$ cat src/rtl/level_ctrl_if.sv
// Control/status bundle between the game controller and its player-input logic.
// The master drives the player pulses and level threshold; the slave reports game state.
interface level_ctrl_if;
   logic        start;
   logic        hit;
   logic        miss;
   logic [31:0] max_points;
   logic [3:0]  level;
   logic [31:0] points;
   logic [1:0]  lives;
   logic        level_pulse;
   logic        playing;
   logic        game_won;
   logic        game_over;

   modport master (
      output start, hit, miss, max_points,
      input  level, points, lives, level_pulse, playing, game_won, game_over
   );

   modport slave (
      input  start, hit, miss, max_points,
      output level, points, lives, level_pulse, playing, game_won, game_over
   );
endinterface

$ cat src/rtl/level_ctrl.sv
// Game level controller: tracks level, cumulative points and lives, and steps
// through IDLE / SETTLE / PLAY / WIN / LOSE in response to start, hit and miss pulses.
module level_ctrl #(
   parameter int MAX_LEVEL     = 8,
   parameter int LIVES         = 3,
   parameter int SETTLE_CYCLES = 2
) (
   input  logic         clk,
   input  logic         rst_n,
   level_ctrl_if.slave  bus
);

   typedef enum logic [2:0] {
      ST_IDLE   = 3'd0,
      ST_SETTLE = 3'd1,
      ST_PLAY   = 3'd2,
      ST_WIN    = 3'd3,
      ST_LOSE   = 3'd4
   } state_t;

   localparam logic [3:0] MAX_LEVEL_L = 4'(MAX_LEVEL);
   localparam logic [1:0] LIVES_INIT  = 2'(LIVES);
   localparam logic [3:0] SETTLE_INIT = 4'(SETTLE_CYCLES);

   state_t      state_r;
   logic [3:0]  settle_cnt_r;
   logic [3:0]  level_r;
   logic [31:0] points_r;
   logic [1:0]  lives_r;
   logic        level_pulse_r;
   logic        playing_r;
   logic        game_won_r;
   logic        game_over_r;

   logic [31:0] points_inc_s;
   logic        goal_s;

   function automatic logic [31:0] sat_inc32(input logic [31:0] value);
      if (value == 32'hFFFF_FFFF) begin
         return value;
      end else begin
         return value + 32'd1;
      end
   endfunction

   // Saturated next score and whether it reaches this level's threshold.
   always_comb begin
      points_inc_s = sat_inc32(points_r);
      goal_s       = (points_inc_s >= bus.max_points);
   end

   // Game FSM with all outputs registered alongside the state.
   always_ff @(posedge clk or negedge rst_n) begin
      if (!rst_n) begin
         state_r       <= ST_IDLE;
         settle_cnt_r  <= 4'd0;
         level_r       <= 4'd1;
         points_r      <= 32'd0;
         lives_r       <= LIVES_INIT;
         level_pulse_r <= 1'b0;
         playing_r     <= 1'b0;
         game_won_r    <= 1'b0;
         game_over_r   <= 1'b0;
      end else begin
         level_pulse_r <= 1'b0;
         if (bus.start) begin
            state_r      <= ST_SETTLE;
            settle_cnt_r <= SETTLE_INIT;
            level_r      <= 4'd1;
            points_r     <= 32'd0;
            lives_r      <= LIVES_INIT;
            playing_r    <= 1'b0;
            game_won_r   <= 1'b0;
            game_over_r  <= 1'b0;
         end else begin
            case (state_r)
               ST_SETTLE: begin
                  // Downstream table re-registers; player pulses are dropped here.
                  if (settle_cnt_r <= 4'd1) begin
                     settle_cnt_r <= 4'd0;
                     state_r      <= ST_PLAY;
                     playing_r    <= 1'b1;
                  end else begin
                     settle_cnt_r <= settle_cnt_r - 4'd1;
                  end
               end
               ST_PLAY: begin
                  if (bus.miss) begin
                     if (lives_r <= 2'd1) begin
                        lives_r     <= 2'd0;
                        state_r     <= ST_LOSE;
                        playing_r   <= 1'b0;
                        game_over_r <= 1'b1;
                     end else begin
                        lives_r <= lives_r - 2'd1;
                     end
                  end else if (bus.hit) begin
                     points_r <= points_inc_s;
                     if (!goal_s) begin
                        state_r <= ST_PLAY;
                     end else if (level_r >= MAX_LEVEL_L) begin
                        state_r    <= ST_WIN;
                        playing_r  <= 1'b0;
                        game_won_r <= 1'b1;
                     end else begin
                        level_r       <= level_r + 4'd1;
                        level_pulse_r <= 1'b1;
                        state_r       <= ST_SETTLE;
                        settle_cnt_r  <= SETTLE_INIT;
                        playing_r     <= 1'b0;
                     end
                  end else begin
                     state_r <= ST_PLAY;
                  end
               end
               ST_IDLE, ST_WIN, ST_LOSE: begin
                  state_r <= state_r;
               end
               default: begin
                  // Unreachable encoding: fall back to a quiet idle.
                  state_r     <= ST_IDLE;
                  playing_r   <= 1'b0;
                  game_won_r  <= 1'b0;
                  game_over_r <= 1'b0;
               end
            endcase
         end
      end
   end

   assign bus.level       = level_r;
   assign bus.points      = points_r;
   assign bus.lives       = lives_r;
   assign bus.level_pulse = level_pulse_r;
   assign bus.playing     = playing_r;
   assign bus.game_won    = game_won_r;
   assign bus.game_over   = game_over_r;

endmodule

$ cat src/flat_wrapper.sv
// flat-port wrapper written by rule: the top's interface ports become plain ports
module level_ctrl_flat 
#(
   parameter int MAX_LEVEL     = 8,
   parameter int LIVES         = 3,
   parameter int SETTLE_CYCLES = 2
)
  (clk, rst_n, bus_start, bus_hit, bus_miss, bus_max_points, bus_level, bus_points, bus_lives, bus_level_pulse, bus_playing, bus_game_won, bus_game_over);
  level_ctrl_if bus_i ();
  input  logic clk;
  input  logic rst_n;
  input wire logic [$bits(bus_i.start)-1:0] bus_start;
  input wire logic [$bits(bus_i.hit)-1:0] bus_hit;
  input wire logic [$bits(bus_i.miss)-1:0] bus_miss;
  input wire logic [$bits(bus_i.max_points)-1:0] bus_max_points;
  output wire logic [$bits(bus_i.level)-1:0] bus_level;
  output wire logic [$bits(bus_i.points)-1:0] bus_points;
  output wire logic [$bits(bus_i.lives)-1:0] bus_lives;
  output wire logic [$bits(bus_i.level_pulse)-1:0] bus_level_pulse;
  output wire logic [$bits(bus_i.playing)-1:0] bus_playing;
  output wire logic [$bits(bus_i.game_won)-1:0] bus_game_won;
  output wire logic [$bits(bus_i.game_over)-1:0] bus_game_over;
  assign bus_i.start = bus_start;
  assign bus_i.hit = bus_hit;
  assign bus_i.miss = bus_miss;
  assign bus_i.max_points = bus_max_points;
  assign bus_level = bus_i.level;
  assign bus_points = bus_i.points;
  assign bus_lives = bus_i.lives;
  assign bus_level_pulse = bus_i.level_pulse;
  assign bus_playing = bus_i.playing;
  assign bus_game_won = bus_i.game_won;
  assign bus_game_over = bus_i.game_over;
  level_ctrl #(.MAX_LEVEL(MAX_LEVEL), .LIVES(LIVES), .SETTLE_CYCLES(SETTLE_CYCLES)) u_core (.clk(clk), .rst_n(rst_n), .bus(bus_i));
endmodule
$ cat config.mk
export PLATFORM = sky130hd
export DESIGN_NAME = level_ctrl_flat
export DESIGN_NICKNAME = d
export VERILOG_FILES = /design/src/rtl/level_ctrl_if.sv /design/src/rtl/level_ctrl.sv /design/src/flat_wrapper.sv
export SDC_FILE = /design/constraint.sdc
export NUM_CORES = 1
export LEC_CHECK = 0
export CAP_MARGIN = 15
export CORE_MARGIN = 4
export CORE_UTILIZATION = 50
export DETAILED_ROUTE_END_ITERATION = 16
export PLACE_DENSITY = 0.75
export SYNTH_ARGS = -nofsm -noshare
export SYNTH_HDL_FRONTEND = slang
export SYNTH_SLANG_ARGS = --single-unit
$ cat constraint.sdc
create_clock -name clk -period 12.2 [get_ports clk]
set_input_delay 2.44 -clock clk [delete_from_list [all_inputs] [get_ports clk]]
set_output_delay 2.44 -clock clk [all_outputs]
set_load 0.02 [all_outputs]
==> results_dict.tcl, run 1 <==
set metrics [dict create \
    hold_start "u_core.bus.lives[1]" \
    antenna_cells 0 \
    synth_edf_count 0 \
    switching_share_pct 27.3 \
    layout-drive-gt1-share_pct 5.29 \
    crit_type "register to register" \
    antenna_found_initial 0 \
    yosys_warnings 0 \
    timing.rr.start "u_core.bus.points[21]" \
    synth_cell_types 55 \
    tightest_slew_ns 1.09 \
    yosys.area_share.adder_pct 11.7 \
    finalPower_w 0.000371 \
    dr_total_vias 3547 \
    synth_top_area_cell "dfrtp_1" \
    std_cell_rows 32 \
    core_area_sq_um 7730 \
    hold_viol 0 \
    timing.final.crit_share_pct 41.8 \
    cts-hold-fix-buffers 0 \
    cts_resized 0 \
    fin_crit_ns 5.10 \
    die_w_microns 97.0 \
    setup_tns_ns 0 \
    clkPwrFrac_pct 33.4 \
    synth_nets 553 \
    critPathLaunch "u_core.bus.points[21]" \
    hold_depth 2 \
    grt_usage_pct 20.2 \
    setup_viol 0 \
    synth_top_family_by_area "simple AND/OR/NAND/NOR gates" \
    critPathRequiredTime_ns 12.40 \
    synth_mux_area_share_pct 1.61 \
    end_kind "register" \
    outcome "completed" \
    reg2regPathDepth 14 \
    clockBufferDepth 2 \
    synth_cells 479 \
    nFillCells 665 \
    maxCapViolations 0 \
    dr_wl_met3_microns 500 \
    grt_pass1_wl_microns 16300 \
    skew_ns 0.00779 \
    synth_simple_gate_area_share_pct 27.4 \
    clkSinkCount 49 \
    rsz0062_at_grt "false" \
    syn_area_sq_um 3960 \
    clkTransAtPathRegs_ns 0.10 \
    drcViolationCount 0 \
    drt_iter0_markers 206 \
    pwr-share-comb_pct 18.5 \
    final_nets 621 \
    wl_per_cell_microns 14.8 \
    ys.flop_type "dfrtp_1" \
    synth_compound_area_share_pct 8.76 \
    clkLatencyLatePin_ns 0.30 \
    routed_wl_microns 9590 \
    vdd.ir_drop.worst_mv 0.0754 \
    die_height_microns 97.0 \
    drtPass1Iterations 4 \
    ant_nets 0 \
    dp_hpwl_microns 7150 \
    start_util_pct 51.2 \
    final_cells 650 \
    sequentialPowerShare_pct 48.2 \
    synthTopCellsByArea "dfrtp_1 (29%), ha_1 (12%), xor2_1 (6.6%)" \
    critPathMaxFanout 16 \
    cts_tree "yes" \
    overflow 0 \
    io_buffers 78 \
    leakage_nw 2.24 \
    grt_max_degree 52 \
    via_per_inst 5.46 \
    intPower_w 0.000269 \
    route.met2.wl_microns 4610 \
    max-slew-margin-rel_pct 26.6 \
    fin_util_pct 63.5 \
    critPathLaunchType "register" \
    grt_pass1_vias 3455 \
    ys_async_sr_fraction_pct 100 \
    top_layer "met4" \
    switchingPower_w 0.000101 \
    ctsRootBufferMaster "clkbuf_8" \
    hold_class "register to register" \
    yosysTopAreaCellShare_pct 29.1 \
    syn2layout_area_growth_pct 23.9 \
    max_freq_mhz 196 \
    cts_setup_buffers 0 \
    dieArea_sq_um 9400 \
    io_pins 79 \
    placed_cells 641 \
    seq_area_frac_synth_pct 31.1 \
    place_congestion 0.857 \
    avgSynthCellArea_sq_um 8.26 \
    powerDensity_nw_per_um2 75.6 \
    cp.arrival_ns 5.30 \
    cts_buffers 5 \
    ys_ff_latch 49 \
    drt-met1-wl_microns 4370 \
    drv_slew 0 \
    synth-xor-area-share_pct 13.1 \
    htree_levels 2 \
]
==> state kept, by name, indices dropped and copies added (netlist names) <==
| name | cells |
|---|---|
| u_core.bus.playing | 1 |
| u_core.bus.game_over | 1 |
| u_core.bus.lives | 2 |
| u_core.bus.game_won | 1 |
| u_core.bus.points | 32 |
| u_core.settle_cnt_r | 4 |
| u_core.bus.level_pulse | 1 |
| u_core.bus.level | 4 |
| u_core.state_r | 3 |
==> worst paths after layout <==
check	endpoint	slack, ns
worst max-delay path	u_core.settle_cnt_r[1]	7.10
worst min-delay path	u_core.bus.lives[1]	0.56
worst max register to register	u_core.settle_cnt_r[1]	7.10
worst min register to register	u_core.bus.lives[1]	0.56
max in group asynchronous	u_core.bus.lives[1]	9.54
min in group asynchronous	u_core.settle_cnt_r[0]	2.08
==> layout by cell type, fill, tap and decap left out, types with 2 or more instances in the layout <==
master	count
inv_1	41
a221o_1	2
nand4b_1	2
nand3_1	23
o21bai_1	2
xnor2_1	29
a21oi_1	25
nand2_1	42
nand2b_1	9
nand4_1	10
or2_2	4
nor4b_1	3
and3_1	7
clkbuf_8	6
nor4_1	5
nor2_1	65
clkdlybuf4s50_1	77
and2_1	3
xor2_1	30
o21ai_0	19
dfrtp_1	46
or3_1	2
a31oi_1	3
nor2b_1	3
nor3_1	15
ha_1	37
or4_1	2
dfstp_2	3
mux2_2	3
mux2i_1	3
==> logic make-up after synthesis <==
logic type,Yosys count
simple gates,209
buf+inv,60
compound gates,59
xor+xnor,59
flops,49
fa+ha+maj,37
mux,6
==> per-stage QoR <==
step / area (sq um) / setup slack [ns] / hold WS (ns)
after floorplan: 3960 / 7.61 / 0.495
after global placement: 4770 / 6.86 / 0.519
after detailed placement: 4770 / 6.80 / 0.531
after CTS: 4880 / 7.13 / 0.557
after global routing: 4900 / 6.84 / 0.582
final: 4900 / 7.10 / 0.557
==> critical path, cell delays in order (launching register included) <==
cell	delay, ns
dfrtp_1	0.54
nand4_2	0.27
nor3_1	0.45
and4_1	0.67
nor2_1	0.29
and3_1	0.28
xor2_1	0.15
ha_1	0.32
nand4_1	0.12
nor3_1	0.30
or4b_1	0.52
a311oi_1	0.36
nor2_1	0.21
nand2_1	0.17
mux2_2	0.34
==> layout make-up <==
type / instances / area, sq um / share of cell area, %
multi-input cells: 370 / 2470 / 50.4
flip-flops and latches: 49 / 1230 / 25.1
repair buffers: 80 / 803 / 16.4
inverters: 41 / 154 / 3.14
well taps: 102 / 128 / 2.60
clock buffers: 7 / 86.3 / 1.76
clock inverters: 1 / 30.0 / 0.612
==> Yosys cell counts (2+ instances only) <==
| cell | instances |
|---|---|
| nand2_1 | 42 |
| dfstp_2 | 3 |
| clkbuf_1 | 10 |
| and2_1 | 3 |
| dfrtp_1 | 46 |
| nor4b_1 | 3 |
| and3_1 | 7 |
| nor3_1 | 15 |
| nand4b_1 | 2 |
| or4_1 | 2 |
| xor2_1 | 30 |
| mux2_2 | 3 |
| inv_1 | 41 |
| ha_1 | 37 |
| xnor2_1 | 29 |
| a221o_1 | 2 |
| a21oi_1 | 25 |
| o21bai_1 | 2 |
| a31oi_1 | 3 |
| o21ai_0 | 19 |
| nor2_1 | 65 |
| buf_2 | 4 |
| buf_6 | 3 |
| or2_2 | 4 |
| nor2b_1 | 3 |
| or3_1 | 2 |
| nand2b_1 | 9 |
| nand4_1 | 10 |
| nor4_1 | 5 |
| mux2i_1 | 3 |
| nand3_1 | 23 |
==> layer usage <==
metal | GRT usage (%) | up-vias
met1 | 27.3 | 1680
met2 | 33.3 | 108
met3 | 3.82 | 10
li1 | - | 1749
met4 | 5.18 | 0
met5 | 0 | -
==> power groups by stage <==
stage               clock (W)  sequential [W]  combinational [W]
floorplan                   0        0.000178          0.0000438
global placement            0        0.000181          0.0000648
detailed placement          0        0.000181          0.0000684
CTS                  0.000126        0.000179          0.0000687
global route         0.000133        0.000180          0.0000769
finish               0.000124        0.000178          0.0000684
Power figures use the tool's default switching activity.
==> run 2, diff against run 1 <==
--- a/config.mk
+++ b/config.mk
@@ -7,7 +7,7 @@
 export LEC_CHECK = 0
 export CAP_MARGIN = 15
 export CORE_MARGIN = 4
-export CORE_UTILIZATION = 50
+export CORE_UTILIZATION = 48
 export DETAILED_ROUTE_END_ITERATION = 16
 export PLACE_DENSITY = 0.75
 export SYNTH_ARGS = -nofsm -noshare
==> constraint.sdc (replaced) <==
create_clock -name clk -period 4.3 [get_ports clk]
set_input_delay 0.86 -clock clk [delete_from_list [all_inputs] [get_ports clk]]
set_output_delay 0.86 -clock clk [all_outputs]
set_load 0.02 [all_outputs]
==> run 2 against run 1 <==
Global-route usage rose by 1.3 points. Combinational power grew to 2.9 times the previous value. Cell count up 3.4%. Final area rose by 3.3%. Register-to-register slack got worse by 7.0 ns. Sequential power rose to 2.8 times the previous value.
==> results_dict.tcl, run 2 (synthesis gave the netlist of run 1 again) <==
set metrics [dict create \
    outcome "completed" \
    finalPower_w 0.000993 \
    critPathBufInv 1 \
    grt_max_degree 52 \
    mostFrequentLayoutCell "clkdlybuf4s50_1" \
    ctsRootBufferMaster "clkbuf_8" \
    sequentialPowerShare_pct 50.9 \
    maxCapViolations 0 \
    die_height_microns 98.8 \
    hold_depth 1 \
    switchingPower_w 0.000304 \
    max-slew-margin-rel_pct 53.1 \
    setup_tns_ns 0 \
    powerDensity_nw_per_um2 196 \
    regToRegEndpoint "u_core.settle_cnt_r[1]" \
    critPathMaxFanout 15 \
    worstPathCellList "ha_1 > and3_4 > and4_4 > and4_1 > buf_12 > or4_4 > nor3_1 > xor2_1 > ha_1 > nand4_1 > nor4_2 > a21oi_1 > a31oi_1 > nor2_2 > nand2_1 > mux2_2" \
    grt_pass1_wl_microns 17500 \
    htree_levels 2 \
    drcViolationCount 0 \
    tightest_slew_ns 0.698 \
    intPower_w 0.000690 \
    cts_tree "yes" \
    cp.arrival_ns 4.38 \
    layout-drive-gt1-share_pct 10.2 \
    hold_start "u_core.settle_cnt_r[1]" \
    overflow 0 \
    switching_share_pct 30.6 \
    vdd.ir_drop.worst_mv 0.186 \
    nFillCells 655 \
    antenna_cells 0 \
    clkTransAtPathRegs_ns 0.09 \
    timing.final.crit_share_pct 97.1 \
    clockBufferDepth 2 \
    die_w_microns 98.8 \
    wl_per_cell_microns 15.2 \
    cpMostUsedCell "ha_1" \
    clkSinkCount 49 \
    crit_slowest_cell "or4_4" \
    core_area_sq_um 7890 \
    dieArea_sq_um 9760 \
    grt_pass1_vias 3592 \
    fin_util_pct 64.2 \
    cts-hold-fix-buffers 0 \
    placed_cells 664 \
    largest_reg_flops 32 \
    drv_slew 0 \
    syn2layout_area_growth_pct 28.1 \
    final_cells 672 \
    slowest_delay_ns 0.53 \
    skew_ns 0.0170 \
    cp_top_family "simple AND/OR/NAND/NOR gates" \
    leakage_nw 2.35 \
    timing.rr.start "u_core.bus.points[1]" \
    reg2regPathDepth 16 \
    via_per_inst 5.47 \
    antenna_found_initial 0 \
    fin_crit_ns 4.17 \
    min_to "u_core.settle_cnt_r[1]" \
    cts_buffers 5 \
    dp_hpwl_microns 7730 \
    place_congestion 0.905 \
    routed_wl_microns 10200 \
    std_cell_rows 32 \
    hold_viol 0 \
    final_nets 643 \
    crit_type "register to register" \
    setup_viol 0 \
    hold_class "register to register" \
    clkPwrFrac_pct 29.4 \
    io_pins 79 \
    critPathRequiredTime_ns 4.51 \
    worst-r2r-setup-slack_ns 0.13 \
    clkLatencyLatePin_ns 0.33 \
    grt_usage_pct 21.5 \
    cts_setup_buffers 0 \
    mostFrequentLayoutCells "clkdlybuf4s50_1 (77), nor2_1 (63), dfrtp_1 (46), nand2_1 (42), inv_1 (41)" \
    ant_nets 0 \
    drtPass1Iterations 5 \
    drt_iter0_markers 174 \
    max_freq_mhz 240 \
    end_kind "register" \
    dr_total_vias 3677 \
    critPathLaunchType "register" \
    pwr-share-comb_pct 19.7 \
    start_util_pct 50.2 \
    io_buffers 78 \
]
[run 2: cell count changes in the layout (fill, tap and decap cells not counted), sizes merged]
| cell | previous run | this run |
|---|---|---|
| clkinv | 0 | 3 |
| buf | 3 | 25 |
| clkbuf | 7 | 5 |
| bufinv | 1 | 0 |
[run 2: per-layer routing]
metal | vias up | wire length [microns] | global-route usage (%) | part of all wire (%)
met3 | 20 | 579 | 4.32 | 5.7
met5 | - | 0 | 0 | 0
met4 | 0 | 174 | 6.20 | 1.7
met1 | 1730 | 4700 | 29.7 | 46
li1 | 1804 | - | - | -
met2 | 123 | 4790 | 34.2 | 47
[run 2: worst max path at each step]
| stage | startpoint | end | slack (ns) | cells past startpoint |
|---|---|---|---|---|
| final | u_core.bus.points[1] | u_core.settle_cnt_r[1] | 0.13 | 16 |
| after floorplan | u_core.bus.points[0] | u_core.settle_cnt_r[1] | 0.17 | 17 |
| after detailed placement | u_core.bus.points[1] | u_core.settle_cnt_r[1] | 0.03 | 16 |
| after global placement | u_core.bus.points[1] | u_core.settle_cnt_r[1] | 0.20 | 16 |
| after global routing | u_core.bus.points[1] | u_core.settle_cnt_r[1] | -0.08 | 16 |
| after CTS | u_core.bus.points[1] | u_core.settle_cnt_r[1] | 0.02 | 16 |
[run 2: power groups by stage]
stage / clock [W] / combinational, W / sequential [W]
final: 0.000292 / 0.000195 / 0.000506
after global routing: 0.000314 / 0.000221 / 0.000511
after CTS: 0.000295 / 0.000196 / 0.000506
after floorplan: 0 / 0.000124 / 0.000504
after detailed placement: 0 / 0.000194 / 0.000515
after global placement: 0 / 0.000186 / 0.000514
[run 2: stage by stage]
step / hold slack, ns / area (sq um) / worst slack [ns]
global route: 0.579 / 5070 / -0.0765
global placement: 0.516 / 4950 / 0.196
finish: 0.552 / 5070 / 0.125
detailed placement: 0.536 / 4950 / 0.0300
floorplan: 0.495 / 3960 / 0.167
CTS: 0.559 / 5040 / 0.0150
[run 2: what timing repair did]
item | in CTS | in global routing
endpoints found under the setup margin | 0 | 10
hold endpoints to repair | 0 | 0
gates resized for setup | 0 | 6
[run 2: final cells by class]
class                   instances  area [sq um]  share of cell area, %
clock buffers                   5          68.8                   1.36
clock inverters                 3          22.5                  0.444
inverters                      41           154                   3.04
multi-input cells             370          2500                   49.3
flip-flops and latches         49          1230                   24.3
well taps                     102           128                   2.52
repair buffers                102           968                   19.1
==> RTL edit 1 (flow settings as in run 2) <==
Reset style: synchronous (`rst_n`), changed in one clocked block.
--- a/src/rtl/level_ctrl.sv
+++ b/src/rtl/level_ctrl.sv
@@ -50,7 +50,7 @@
    end
 
    // Game FSM with all outputs registered alongside the state.
-   always_ff @(posedge clk or negedge rst_n) begin
+   always_ff @(posedge clk) begin
       if (!rst_n) begin
          state_r       <= ST_IDLE;
          settle_cnt_r  <= 4'd0;
Formal check against the unedited RTL: differs if rst_n is asserted again (counterexample within 4 cycles, from zero or initial values and one cycle with rst_n low); with rst_n held inactive, the same outputs for 10 cycles.
==> RTL edit 1 against run 2 <==
First-iteration DRC count decreased by 8.0%. Global-route usage up 0.55 points. Sequential cell count stayed put. Routed wire length down 3.3%. Clock power up 21%. Setup slack worse by 0.034 ns. Cell area down 4.1%. Total power decreased by 7.8%. Die area fell by 5.4%. Area after synthesis shrank 5.9%. Largest cell class unchanged.
==> RTL edit 1: results (changes against run 2) <==
<table>
<tr><th>Metric</th><th>Value</th></tr>
<tr><th colspan="2">Run status</th></tr>
<tr><td>Outcome</td><td>finished clean</td></tr>
<tr><th colspan="2">Detailed routing</th></tr>
<tr><td>Total number of vias</td><td>3,693 (+0.44%)</td></tr>
<tr><td>1st-iter DRT viols</td><td>160 (-8.0%)</td></tr>
<tr><td>Total length of routed wires</td><td>9900 um (-3.3%)</td></tr>
<tr><th colspan="2">Critical path</th></tr>
<tr><td>Data arrival time of the critical path</td><td>4.43 ns (+0.05 ns)</td></tr>
<tr><td>Crit Reg-Reg Startpoint</td><td>u_core.bus.points[0]</td></tr>
<tr><td>Register-to-register path setup slack</td><td>0.09 ns (-0.03 ns)</td></tr>
<tr><td>Critical path's largest stage delay</td><td>0.58 ns (+0.05 ns)</td></tr>
<tr><td>Worst-case reg-to-reg path depth</td><td>15 (-1)</td></tr>
<tr><td>Crit Path Max Fanout</td><td>14 (-1)</td></tr>
<tr><th colspan="2">Synthesis</th></tr>
<tr><td>Proportion of synthesized area in mux cells</td><td>0.00806 (-0.00807)</td></tr>
<tr><td>Share of the synthesized area in compound gates (AO/OA/AOI/OAI)</td><td>0.137 (+0.0494)</td></tr>
<tr><td>Portion of the post-synthesis area used by sequential elements</td><td>0.263 (-0.0475)</td></tr>
<tr><td>Unique cell type count in the Yosys netlist</td><td>51 (-7.3%)</td></tr>
<tr><td>Adder and majority gate portion of the synthesized area</td><td>0.124 (+0.00727)</td></tr>
<tr><td>Top flip-flop cell by instance count after synthesis</td><td>sky130_fd_sc_hd__dfxtp_1</td></tr>
<tr><td>Number of nets produced by synthesis</td><td>560 (+1.3%)</td></tr>
<tr><th colspan="2">STA</th></tr>
<tr><td>Setup Skew</td><td>0.00754 ns (-0.00950 ns)</td></tr>
<tr><th colspan="2">Global routing</th></tr>
<tr><td>Number of global-route vias before repair</td><td>3,450 (-4.0%)</td></tr>
<tr><td>Wire length of the first global-routing pass</td><td>16,200 um (-7.3%)</td></tr>
<tr><th colspan="2">Placement</th></tr>
<tr><td>Post-Place Worst Slack</td><td>-0.00257 ns (-0.0326 ns)</td></tr>
<tr><td>Gpl congestion</td><td>0.941 (+3.9%)</td></tr>
<tr><td>Dpl hpwl</td><td>7770 um (+0.60%)</td></tr>
<tr><th colspan="2">Min path</th></tr>
<tr><td>Cell count of the worst hold path</td><td>2 (+1)</td></tr>
<tr><th colspan="2">Power</th></tr>
<tr><td>IR drop worst, VDD</td><td>0.165 mV (-11%)</td></tr>
<tr><td>Design internal power</td><td>698 uW (+1.3%)</td></tr>
<tr><th colspan="2">Final layout</th></tr>
<tr><td>Ratio of cells with drive above 1 in the final layout</td><td>0.0749 (-0.0268)</td></tr>
<tr><th colspan="2">Clock tree</th></tr>
<tr><td>Clock latency at the later pin of the worst-skew pair</td><td>0.31 ns (-0.02 ns)</td></tr>
</table>
==> RTL edit 1: repair_timing <==
item | CTS | global route
resized for setup | 1 | 12
pin swaps | 0 | 2
setup endpoints to repair | 1 | 9
==> RTL edit 1: layout make-up <==
cell class / count / area [um2] / area share
clock inverter: 2 / 37.5 / 0.00772
clock buffer: 6 / 82.6 / 0.0170
tap: 99 / 124 / 0.0255
timing repair buffer: 94 / 901 / 0.185
sequential: 49 / 983 / 0.202
inverter: 42 / 158 / 0.0324
multi-input combinational: 381 / 2570 / 0.530
==> RTL edit 1: how the worst max path moves through the flow <==
| stage | start | endpoint | slack, ns |
|---|---|---|---|
| 6_report | u_core.bus.points[0] | u_core.settle_cnt_r[1] | 0.09 |
| 3_3_place_gp | u_core.bus.points[0] | u_core.settle_cnt_r[3] | 0.20 |
| 4_1_cts | u_core.bus.points[0] | u_core.settle_cnt_r[1] | 0.06 |
| 3_5_place_dp | u_core.bus.points[0] | u_core.settle_cnt_r[1] | -0.003 |
| 2_1_floorplan | u_core.bus.points[0] | u_core.settle_cnt_r[3] | 0.02 |
| 5_1_grt | u_core.bus.points[0] | u_core.settle_cnt_r[0] | -0.04 |
==> RTL edit 1: power groups by stage <==
stage               registers (uW)  logic [uW]  clock network [uW]
finish                         460         102                 353
global route                   461         113                 384
CTS                            460         101                 361
detailed placement             471        99.9                   0
global placement               471        96.7                   0
floorplan                      470        50.8                   0
==> RTL edit 1: cell families after synthesis <==
kind of cell	count (synthesis)
AO/OA/AOI/OAI	80
XOR/XNOR	54
buffers and inverters	56
AND/OR/NAND/NOR	207
adder cells (fa/ha/maj)	37
multiplexers	3
flip-flops	49
==> RTL edit 1: metal layers <==
metal / global-route usage / vias up / part of all wire
li1: - / 1872 / -
met1: 0.291 / 1696 / 0.46
met2: 0.365 / 114 / 0.46
met3: 0.0430 / 11 / 0.068
met4: 0.0604 / 0 / 0.012
met5: 0 / - / 0
==> RTL edit 1: per-stage QoR <==
step | setup TNS, ns | cells | hold WS (ns) | area, um2 | util
2_1_floorplan | 0 | 486 | 0.478 | 3730 | -
6_report | 0 | 673 | 0.477 | 4860 | 0.656
5_1_grt | -0.133 | 673 | 0.503 | 4860 | 0.656
3_5_place_dp | -0.00257 | 665 | 0.464 | 4680 | 0.632
4_1_cts | 0 | 673 | 0.478 | 4810 | 0.650
3_3_place_gp | 0 | 665 | 0.465 | 4680 | 0.632
==> RTL edit 2 (settings of run 2) <==
Made on the original files. `MAX_LEVEL` is set to 8 in 2 places; all go to 4.
--- a/src/rtl/level_ctrl.sv
+++ b/src/rtl/level_ctrl.sv
@@ -1,7 +1,7 @@
 // Game level controller: tracks level, cumulative points and lives, and steps
 // through IDLE / SETTLE / PLAY / WIN / LOSE in response to start, hit and miss pulses.
 module level_ctrl #(
-   parameter int MAX_LEVEL     = 8,
+   parameter int MAX_LEVEL     = 4,
    parameter int LIVES         = 3,
    parameter int SETTLE_CYCLES = 2
 ) (
--- a/src/flat_wrapper.sv
+++ b/src/flat_wrapper.sv
@@ -1,7 +1,7 @@
 // flat-port wrapper written by rule: the top's interface ports become plain ports
 module level_ctrl_flat 
 #(
-   parameter int MAX_LEVEL     = 8,
+   parameter int MAX_LEVEL     = 4,
    parameter int LIVES         = 3,
    parameter int SETTLE_CYCLES = 2
 )
Check against the original RTL: no difference found for any inputs over 10 cycles, from zero or initial values and one cycle with rst_n low; that may be too few to reach the edited logic, so the function may still have changed.
==> RTL edit 2 against run 2 <==
Sequential cell count unchanged. Hold slack worse by 0.14 ns. Area after synthesis up 1.1%. Total power up 6.9%. Clock power down 2%. Routed wire length up 0.21%. Cell area down 0.89%. Cell count down 2.4%. Setup slack better by 0.15 ns. Count of clock-buffer cells in the layout unchanged. Critical path type unchanged. Highest routed layer unchanged.
==> RTL edit 2: results (changes against run 2) <==
<table>
<tr><th>Metric</th><th>Value</th></tr>
<tr><th colspan="2">Min path</th></tr>
<tr><td>Class of the worst hold path</td><td>primary input to asynchronous set/reset pin</td></tr>
<tr><th colspan="2">Final layout</th></tr>
<tr><td>Share of final layout cell area taken by non-clock buffers</td><td>0.172 (-0.0187)</td></tr>
<tr><td>Fin nets</td><td>623 (-3.1%)</td></tr>
<tr><td>Ratio of cells with drive above 1 in the final layout</td><td>0.0762 (-0.0255)</td></tr>
<tr><td>Clock network share of area</td><td>0.0187 (+0.000660)</td></tr>
<tr><td>Number of multi-input combinational cells in the layout</td><td>363 (-1.9%)</td></tr>
<tr><th colspan="2">Detailed routing</th></tr>
<tr><td>1st-iter DRT viols</td><td>173 (-0.57%)</td></tr>
<tr><td>DR vias/cell</td><td>5.62 (+2.7%)</td></tr>
<tr><td>Total length of routed wires</td><td>10,300 um (+0.21%)</td></tr>
<tr><th colspan="2">Critical path</th></tr>
<tr><td>Data arrival time of the critical path</td><td>4.24 ns (-0.14 ns)</td></tr>
<tr><td>Cell type of the slowest stage on the worst timing path</td><td>sky130_fd_sc_hd__a311oi_2</td></tr>
<tr><td>Critical path's largest stage delay</td><td>0.58 ns (+0.05 ns)</td></tr>
<tr><th colspan="2">Global routing</th></tr>
<tr><td>Maximum number of pins on one net before global-route repair</td><td>39 (-25%)</td></tr>
<tr><td>Overall routing resource usage</td><td>0.211 (-0.00354)</td></tr>
<tr><td>Number of global-route vias before repair</td><td>3,759 (+4.6%)</td></tr>
<tr><td>Wire length of the first global-routing pass</td><td>17,300 um (-1.1%)</td></tr>
<tr><th colspan="2">Synthesis</th></tr>
<tr><td>Top post-synthesis cells by count</td><td>sky130_fd_sc_hd__nor2_1 (52), sky130_fd_sc_hd__dfrtp_1 (46), sky130_fd_sc_hd__inv_1 (41), sky130_fd_sc_hd__nand2_1 (37), sky130_fd_sc_hd__ha_1 (36)</td></tr>
<tr><td>Mapped Avg Cell Area</td><td>8.55 um2 (+3.5%)</td></tr>
<tr><td>Number of nets produced by synthesis</td><td>541 (-2.2%)</td></tr>
<tr><th colspan="2">Power</th></tr>
<tr><td>Leakage component of the power</td><td>0.00223 uW (-4.9%)</td></tr>
<tr><td>IR drop worst, VDD</td><td>0.167 mV (-10%)</td></tr>
<tr><td>Design internal power</td><td>726 uW (+5.3%)</td></tr>
<tr><td>Sequential Power Share</td><td>0.489 (-0.020)</td></tr>
<tr><th colspan="2">Placement</th></tr>
<tr><td>Instance area at placement</td><td>4920 um2 (-0.68%)</td></tr>
<tr><td>Gpl congestion</td><td>0.861 (-4.9%)</td></tr>
<tr><th colspan="2">Run status</th></tr>
<tr><td>Outcome</td><td>finished clean</td></tr>
<tr><th colspan="2">STA</th></tr>
<tr><td>Setup Skew</td><td>0.00858 ns (-0.00847 ns)</td></tr>
</table>
RTL edit 2: cell count changes after synthesis, moves of 6 or more:
| cell | before | now |
|---|---|---|
| sky130_fd_sc_hd__nor3_1 | 15 | 9 |
| sky130_fd_sc_hd__nor2_1 | 65 | 52 |
| sky130_fd_sc_hd__nand4_1 | 10 | 19 |
| sky130_fd_sc_hd__and4_1 | 1 | 8 |
RTL edit 2: worst paths after layout:
kind | to | slack [ns]
max in group asynchronous | u_core.bus.lives[1] | 3.09
max | u_core.settle_cnt_r[2] | 0.27
max reg2reg | u_core.settle_cnt_r[2] | 0.27
min | u_core.bus.points[22] | 0.41
min reg2reg | u_core.bus.lives[1] | 0.54
min in group clk | u_core.bus.lives[1] | 0.54
RTL edit 2: logic make-up after synthesis:
kind of cell | share of synthesized area
and+or+nand+nor | 0.260
buffers and inverters | 0.0582
AOI/OAI and AO/OA | 0.130
muxes | 0.0156
adders and majority gates | 0.113
DFF | 0.307
xor gates and xnor gates | 0.116
RTL edit 2: per-layer routing:
layer	GRT usage	wire (um)	vias to the layer above
met5	0	0	-
met1	0.265	4410	1763
met4	0.0567	104	0
met2	0.369	5140	95
li1	-	-	1819
met3	0.0449	610	10
RTL edit 2: critical path: cells and delay by family, from the launching register on:
| kind | cells | cell delay [ns] |
|---|---|---|
| AOI/OAI and AO/OA | 4 | 1.26 |
| and+or+nand+nor | 5 | 1.06 |
| adders and majority gates | 2 | 0.61 |
| DFF | 1 | 0.46 |
| buffers and inverters | 2 | 0.38 |
| xor gates and xnor gates | 1 | 0.16 |
RTL edit 2: metrics by stage:
step                       util  total power, uW  setup slack, ns
after floorplan               -              677            0.516
after global placement    0.602              771            0.419
after detailed placement  0.602              783            0.290
after CTS                 0.613             1070            0.268
after global routing      0.614             1130           0.0561
final                     0.614             1060            0.272
